## config.mk

```make
export PLATFORM = sky130hd
export DESIGN_NAME = fpu_issue_ctrl
export DESIGN_NICKNAME = d
export VERILOG_FILES = /design/src/rtl/fpu_pkg.sv /design/src/rtl/fpu_timeout_cnt.sv /design/src/rtl/fpu_issue_ctrl.sv
export SDC_FILE = /design/constraint.sdc
export NUM_CORES = 1
export LEC_CHECK = 0
export CAP_MARGIN = 30
export CORE_ASPECT_RATIO = 0.75
export CORE_MARGIN = 10
export CORE_UTILIZATION = 42
export DETAILED_ROUTE_END_ITERATION = 10
export GPL_TIMING_DRIVEN = 1
export PLACE_DENSITY = 0.8
export SLEW_MARGIN = 15
export SYNTH_ARGS = -nofsm -noshare
export SYNTH_HDL_FRONTEND = slang
export SYNTH_SLANG_ARGS = --single-unit
```

## constraint.sdc

```tcl
create_clock -name clk -period 5.3 [get_ports clk]
set_input_delay 0.795 -clock clk [delete_from_list [all_inputs] [get_ports clk]]
set_output_delay 0.795 -clock clk [all_outputs]
set_load 0.05 [all_outputs]
```

## src/rtl/fpu_pkg.sv

```systemverilog
// Shared types and constants for the FPU issue controller.
//   fpu_issue_state_t : controller FSM states (IDLE, START, WAIT, WB)
//   fpu_op_t          : FPU operation code, passed through unchanged
//   fpu_req_t         : request payload held for the lifetime of one operation
//   FPU_QNAN          : result written back when the watchdog fires
package fpu_pkg;

  localparam int unsigned FPU_OP_W   = 2;
  localparam int unsigned FPU_DATA_W = 32;
  localparam int unsigned FPU_RD_W   = 5;

  localparam logic [FPU_DATA_W-1:0] FPU_QNAN = 32'h7FC0_0000;

  typedef logic [FPU_OP_W-1:0] fpu_op_t;

  typedef enum logic [1:0] {
    IDLE  = 2'd0,
    START = 2'd1,
    WAIT  = 2'd2,
    WB    = 2'd3
  } fpu_issue_state_t;

  typedef struct packed {
    fpu_op_t               op;
    logic [FPU_DATA_W-1:0] a;
    logic [FPU_DATA_W-1:0] b;
    logic [FPU_RD_W-1:0]   rd;
  } fpu_req_t;

  // Builds the held payload from the individual request fields.
  function automatic fpu_req_t make_req(input fpu_op_t op,
                                        input logic [FPU_DATA_W-1:0] a,
                                        input logic [FPU_DATA_W-1:0] b,
                                        input logic [FPU_RD_W-1:0] rd);
    fpu_req_t r;
    r.op = op;
    r.a  = a;
    r.b  = b;
    r.rd = rd;
    return r;
  endfunction

endpackage

```

## src/rtl/fpu_timeout_cnt.sv

```systemverilog
// Watchdog counter for the FPU issue controller.
// Counts enabled cycles since the last clear; expired_c is high during the
// enabled cycle whose closing edge would bring the count to TIMEOUT_CYCLES,
// so the caller can leave its wait state on that very edge.
// TIMEOUT_CYCLES = 0 ties expired_c low (watchdog disabled).
// Ports:
//   clk, rst   : clock, asynchronous active-high reset
//   clr_i      : restart the count from zero
//   en_i       : count this cycle
//   expired_c  : combinational expiry indication
module fpu_timeout_cnt
  import fpu_pkg::*;
#(
  parameter int unsigned TIMEOUT_CYCLES = 64
) (
  input  logic clk,
  input  logic rst,
  input  logic clr_i,
  input  logic en_i,
  output logic expired_c
);

  generate
    if (TIMEOUT_CYCLES == 0) begin : g_off
      assign expired_c = 1'b0;
    end else begin : g_on
      localparam int unsigned CW = $clog2(TIMEOUT_CYCLES + 1);

      logic [CW-1:0] cnt_q;
      logic [CW-1:0] cnt_d;

      // Next count: clear has priority; saturate at the limit.
      always_comb begin
        cnt_d = cnt_q;
        if (clr_i) begin
          cnt_d = '0;
        end else if (en_i && (cnt_q != CW'(TIMEOUT_CYCLES))) begin
          cnt_d = cnt_q + CW'(1);
        end
      end

      always_ff @(posedge clk or posedge rst) begin
        if (rst) begin
          cnt_q <= '0;
        end else begin
          cnt_q <= cnt_d;
        end
      end

      // Expire on the enabled cycle that completes the TIMEOUT_CYCLES-th count.
      assign expired_c = en_i && (cnt_q == CW'(TIMEOUT_CYCLES - 1));
    end
  endgenerate

endmodule

```

## src/rtl/fpu_issue_ctrl.sv

```systemverilog
// Requester-side controller for the FPU start/done handshake.
// Accepts one request at a time, pulses fpu_start for one cycle, waits for
// fpu_done (or the watchdog), then offers the result on the writeback port.
// Ports:
//   clk, rst                      : clock, asynchronous active-high reset
//   req_valid/req_ready           : request handshake from execute stage
//   req_op, req_a, req_b, req_rd  : request payload
//   fpu_a, fpu_b, fpu_op          : operands/op to the FPU (held stable)
//   fpu_start                     : one-cycle start pulse
//   fpu_done, fpu_r               : FPU completion and result
//   wb_valid/wb_ready             : writeback handshake to FP register file
//   wb_rd, wb_data, wb_err        : writeback payload (wb_err = watchdog)
//   op_count                      : completed writebacks, saturating
module fpu_issue_ctrl
  import fpu_pkg::*;
#(
  parameter int unsigned TIMEOUT_CYCLES = 64,
  parameter int unsigned CNT_W          = 16
) (
  input  logic                  clk,
  input  logic                  rst,
  input  logic                  req_valid,
  output logic                  req_ready,
  input  logic [FPU_OP_W-1:0]   req_op,
  input  logic [FPU_DATA_W-1:0] req_a,
  input  logic [FPU_DATA_W-1:0] req_b,
  input  logic [FPU_RD_W-1:0]   req_rd,
  output logic [FPU_DATA_W-1:0] fpu_a,
  output logic [FPU_DATA_W-1:0] fpu_b,
  output logic [FPU_OP_W-1:0]   fpu_op,
  output logic                  fpu_start,
  input  logic                  fpu_done,
  input  logic [FPU_DATA_W-1:0] fpu_r,
  output logic                  wb_valid,
  input  logic                  wb_ready,
  output logic [FPU_RD_W-1:0]   wb_rd,
  output logic [FPU_DATA_W-1:0] wb_data,
  output logic                  wb_err,
  output logic [CNT_W-1:0]      op_count
);

  fpu_issue_state_t      state_q;
  fpu_req_t              hold_q;
  logic                  req_ready_q;
  logic                  fpu_start_q;
  logic                  wb_valid_q;
  logic                  wb_err_q;
  logic [FPU_DATA_W-1:0] wb_data_q;
  logic [CNT_W-1:0]      op_count_q;

  logic accept_c;
  logic wdog_en_c;
  logic wdog_exp_c;

  assign accept_c  = (state_q == IDLE) && req_valid;
  // Watchdog only advances on WAIT cycles that did not complete.
  assign wdog_en_c = (state_q == WAIT) && !fpu_done;

  fpu_timeout_cnt #(
    .TIMEOUT_CYCLES(TIMEOUT_CYCLES)
  ) u_wdog (
    .clk      (clk),
    .rst      (rst),
    .clr_i    (accept_c),
    .en_i     (wdog_en_c),
    .expired_c(wdog_exp_c)
  );

  // Controller FSM with registered outputs.
  always_ff @(posedge clk or posedge rst) begin
    if (rst) begin
      state_q     <= IDLE;
      hold_q      <= '0;
      req_ready_q <= 1'b1;
      fpu_start_q <= 1'b0;
      wb_valid_q  <= 1'b0;
      wb_err_q    <= 1'b0;
      wb_data_q   <= '0;
      op_count_q  <= '0;
    end else begin
      fpu_start_q <= 1'b0;
      case (state_q)
        IDLE: begin
          if (accept_c) begin
            hold_q      <= make_req(req_op, req_a, req_b, req_rd);
            req_ready_q <= 1'b0;
            fpu_start_q <= 1'b1;
            state_q     <= START;
          end
        end
        START: begin
          // A done pulse here belongs to nothing we issued; ignore it.
          state_q <= WAIT;
        end
        WAIT: begin
          // Done takes priority over a coincident watchdog expiry.
          if (fpu_done) begin
            wb_data_q  <= fpu_r;
            wb_err_q   <= 1'b0;
            wb_valid_q <= 1'b1;
            state_q    <= WB;
          end else if (wdog_exp_c) begin
            wb_data_q  <= FPU_QNAN;
            wb_err_q   <= 1'b1;
            wb_valid_q <= 1'b1;
            state_q    <= WB;
          end
        end
        WB: begin
          if (wb_ready) begin
            wb_valid_q  <= 1'b0;
            req_ready_q <= 1'b1;
            if (op_count_q != '1) begin
              op_count_q <= op_count_q + CNT_W'(1);
            end
            state_q <= IDLE;
          end
        end
        default: begin
          state_q <= IDLE;
        end
      endcase
    end
  end

  assign req_ready = req_ready_q;
  assign fpu_a     = hold_q.a;
  assign fpu_b     = hold_q.b;
  assign fpu_op    = hold_q.op;
  assign fpu_start = fpu_start_q;
  assign wb_valid  = wb_valid_q;
  assign wb_rd     = hold_q.rd;
  assign wb_data   = wb_data_q;
  assign wb_err    = wb_err_q;
  assign op_count  = op_count_q;

endmodule

```

==> results.ini <==
[placed_design]
place_inst = 890
place_congestion = 0.808
dpl_cell_area_sq_um = 7800
io_buffers = 230
pre_cts_ws_ns = 2.40
post-dp-hpwl_mm = 12.5

[worst_setup_path]
crit_fanout = 6
path_cells = clkdlybuf4s50_1
critPathLaunch = op_count[11]
cp_top_family = buffers and inverters
worst_ep_required_time_ns = 4.51
r2r-start = state_q[1]
end_kind = primary output
crit_end = op_count[11]
cp-start-kind = register
path_depth = 1
cpPeakStageDelay_ns = 0.86
critPathSlowestCell = clkdlybuf4s50_1
ff2ff_setup_slack_ns = 3.00
worstSetupPathType = reg -> out
critPathArrivalTime_ns = 1.76
timing.rr.end = fpu_a[17]
path_buf_inv = 1
worstRegToRegCells = 7

[floorplanning]
io_pins = 231
coreArea_sq_um = 12400
rows = 35
start_util = 0.433
dieHeight_um = 118
die_w_um = 151
dieArea_sq_um = 17800

[cells_and_area]
fin_cells = 923
drive_gt1_frac = 0.102
nNetsFinal = 858
syn_to_final_growth_pct = 57.3
post-route-util = 0.681
final_area_sq_um = 8470
final_common_cell = clkdlybuf4s50_1
antenna_cells = 0
fillCellCount = 931
final_cell_mix = 230 x clkdlybuf4s50_1, 223 x nand2_1, 131 x dfrtp_1

[routing]
drc = 0
wirelength_met1_mm = 6.76
drtAntennaViolNets = 0
drt-vias-per-instance = 4.88
detail_route.iter0.violations = 267
firstDrtPassIters = 4
drt-total-wl_mm = 17.2
highest_layer = met4
wl_per_cell_um = 18.6
vias = 4502
dr_wl_met2_mm = 8.21
route.met3.wl_mm = 2.07

[logic_synthesis]
synthCells = 515
netlist_area_sq_um = 5390
yosysTopAreaCellShare = 0.608
synth_compound_area_frac = 0.0850
synth.top_cells.by_area = dfrtp_1 61%, nand2_1 16%, a22o_2 3.7%, xor2_1 2.4%, o22a_1 1.5%
synth-seq-cells = 132
yosysTopAreaCell = dfrtp_1
avgSynthCellArea_sq_um = 10.5
ys_types = 52
synth-simple-area-share = 0.217
synth_top_family_by_area = simple AND/OR/NAND/NOR gates
yosys_warnings = 0
synth_seq_area_share = 0.613
syn_nets = 629
synth_adder_area_share = 0.0139
muxShareOfSynthArea = 0.0105
synthXorXnorAreaFrac = 0.0309

[clock_network]
clkLatencyLatePin_ns = 0.40
htree_levels = 4
cts_repair_resize_count = 0
cts.sinks = 132
post-cts-setup-buffers = 0
root_buffer = clkbuf_16
clkTransAtPathRegs_ns = 0.06
numCtsBuffers = 17
cts_buffer_depth = 2
postCtsHoldBufs = 0
tritoncts = done

[power]
combPwrFrac = 0.511
clock_power_share = 0.212
vdd_ir_drop_max_mv = 0.401
total_power_mw = 6.10
p_leak_nw = 4.00
power_density_nw_per_um2 = 720
swShare = 0.458
pwr-share-seq = 0.277
p_int_mw = 3.31
p_sw_mw = 2.79

[grt]
grt_pass1_vias = 4899
overflow = 0
grt_max_degree = 80
antenna_found_initial = 0
grt_util_all_layers = 0.189
grt_pass1_wl_mm = 26.8

[run]
drv_cap = 0

[timing]
fin_crit_sh = 0.482
fin_tns_setup_ns = 0
fin_skew_ns = 0.00746
timing.hold.ws_ns = 0.473
hold_viol = 0
final_max_slew_viol_count = 0
fmax_ghz = 0.392
worstMarginPinSlew_ns = 0.910
timing.final.ws_setup_ns = 2.75
setup_viol = 0
rsz0062_at_grt = no
relSlewSlack = 0.393
finalCriticalPeriod_ns = 2.55

[status]
status = finished, final reports clean

[worst_hold_path]
hold_path_class = reg -> reg

==> area by class of cell <==
type,count,area [sq um],share of cell area
Inverter,9,38.8,0.00458
Timing Repair Buffer,234,2340,0.276
Multi-Input combinational cell,350,1930,0.228
Clock inverter,12,201,0.0238
Tap cell,166,208,0.0245
Sequential cell,132,3300,0.390
Clock buffer,20,457,0.0539
==> layer usage <==
| layer | vias up | GRT usage |
|---|---|---|
| li1 | 2147 | - |
| met1 | 2180 | 0.214 |
| met2 | 167 | 0.306 |
| met3 | 8 | 0.105 |
| met4 | 0 | 0.0426 |
| met5 | - | 0 |
==> cell usage after synthesis (all sizes together) <==
master,count
a211oi,3
a21oi,6
a22o,23
a31o,1
a31oi,1
and2,1
and3,3
and4,2
buf,9
clkbuf,15
dfrtp,131
dfstp,1
ha,6
inv,9
mux2,2
mux2i,3
nand2,225
nand2b,2
nand3,4
nand4,7
nor2,14
nor2b,1
nor3,1
nor3b,2
nor4,2
nor4b,3
o2111ai,2
o211ai,1
o21a,1
o21ai,2
o221ai,1
o22a,9
o311ai,1
or2,1
or3,1
xnor2,4
xor2,15
==> sequential cells by signal, summed over array words and instances (netlist names) <==
signal and cells:
fpu_a 32, fpu_b 32, fpu_op 2, fpu_start 1, op_count 16, req_ready 1
state_q 2, u_wdog.g_on.cnt_q 7, wb_data 32, wb_err 1, wb_rd 5, wb_valid 1
==> worst min path at each step <==
| stage | startpoint | to | slack [ns] | cells past startpoint |
|---|---|---|---|---|
| after floorplan | u_wdog.g_on.cnt_q[1] | u_wdog.g_on.cnt_q[1] | 0.53 | 2 |
| after global placement | fpu_b[18] | fpu_b[18] | 0.46 | 2 |
| after detailed placement | fpu_b[5] | fpu_b[5] | 0.46 | 2 |
| after CTS | fpu_b[5] | fpu_b[5] | 0.48 | 2 |
| after global routing | fpu_a[10] | fpu_a[10] | 0.50 | 2 |
| final | fpu_b[5] | fpu_b[5] | 0.47 | 2 |
==> power groups by stage <==
stage	clock network, mW	logic, mW	registers (mW)
final	1.29	3.12	1.69
after global routing	1.37	3.29	1.74
after CTS	1.32	3.15	1.69
after detailed placement	0	3.14	1.70
after global placement	0	3.07	1.67
after floorplan	0	0.659	3.03
==> cell families after synthesis <==
group / Yosys count
multiplexers: 5
adder cells (fa/ha/maj): 6
buffers and inverters: 33
XOR/XNOR: 19
flip-flops: 132
AO/OA/AOI/OAI: 51
AND/OR/NAND/NOR: 269
Power figures use the tool's default switching activity.
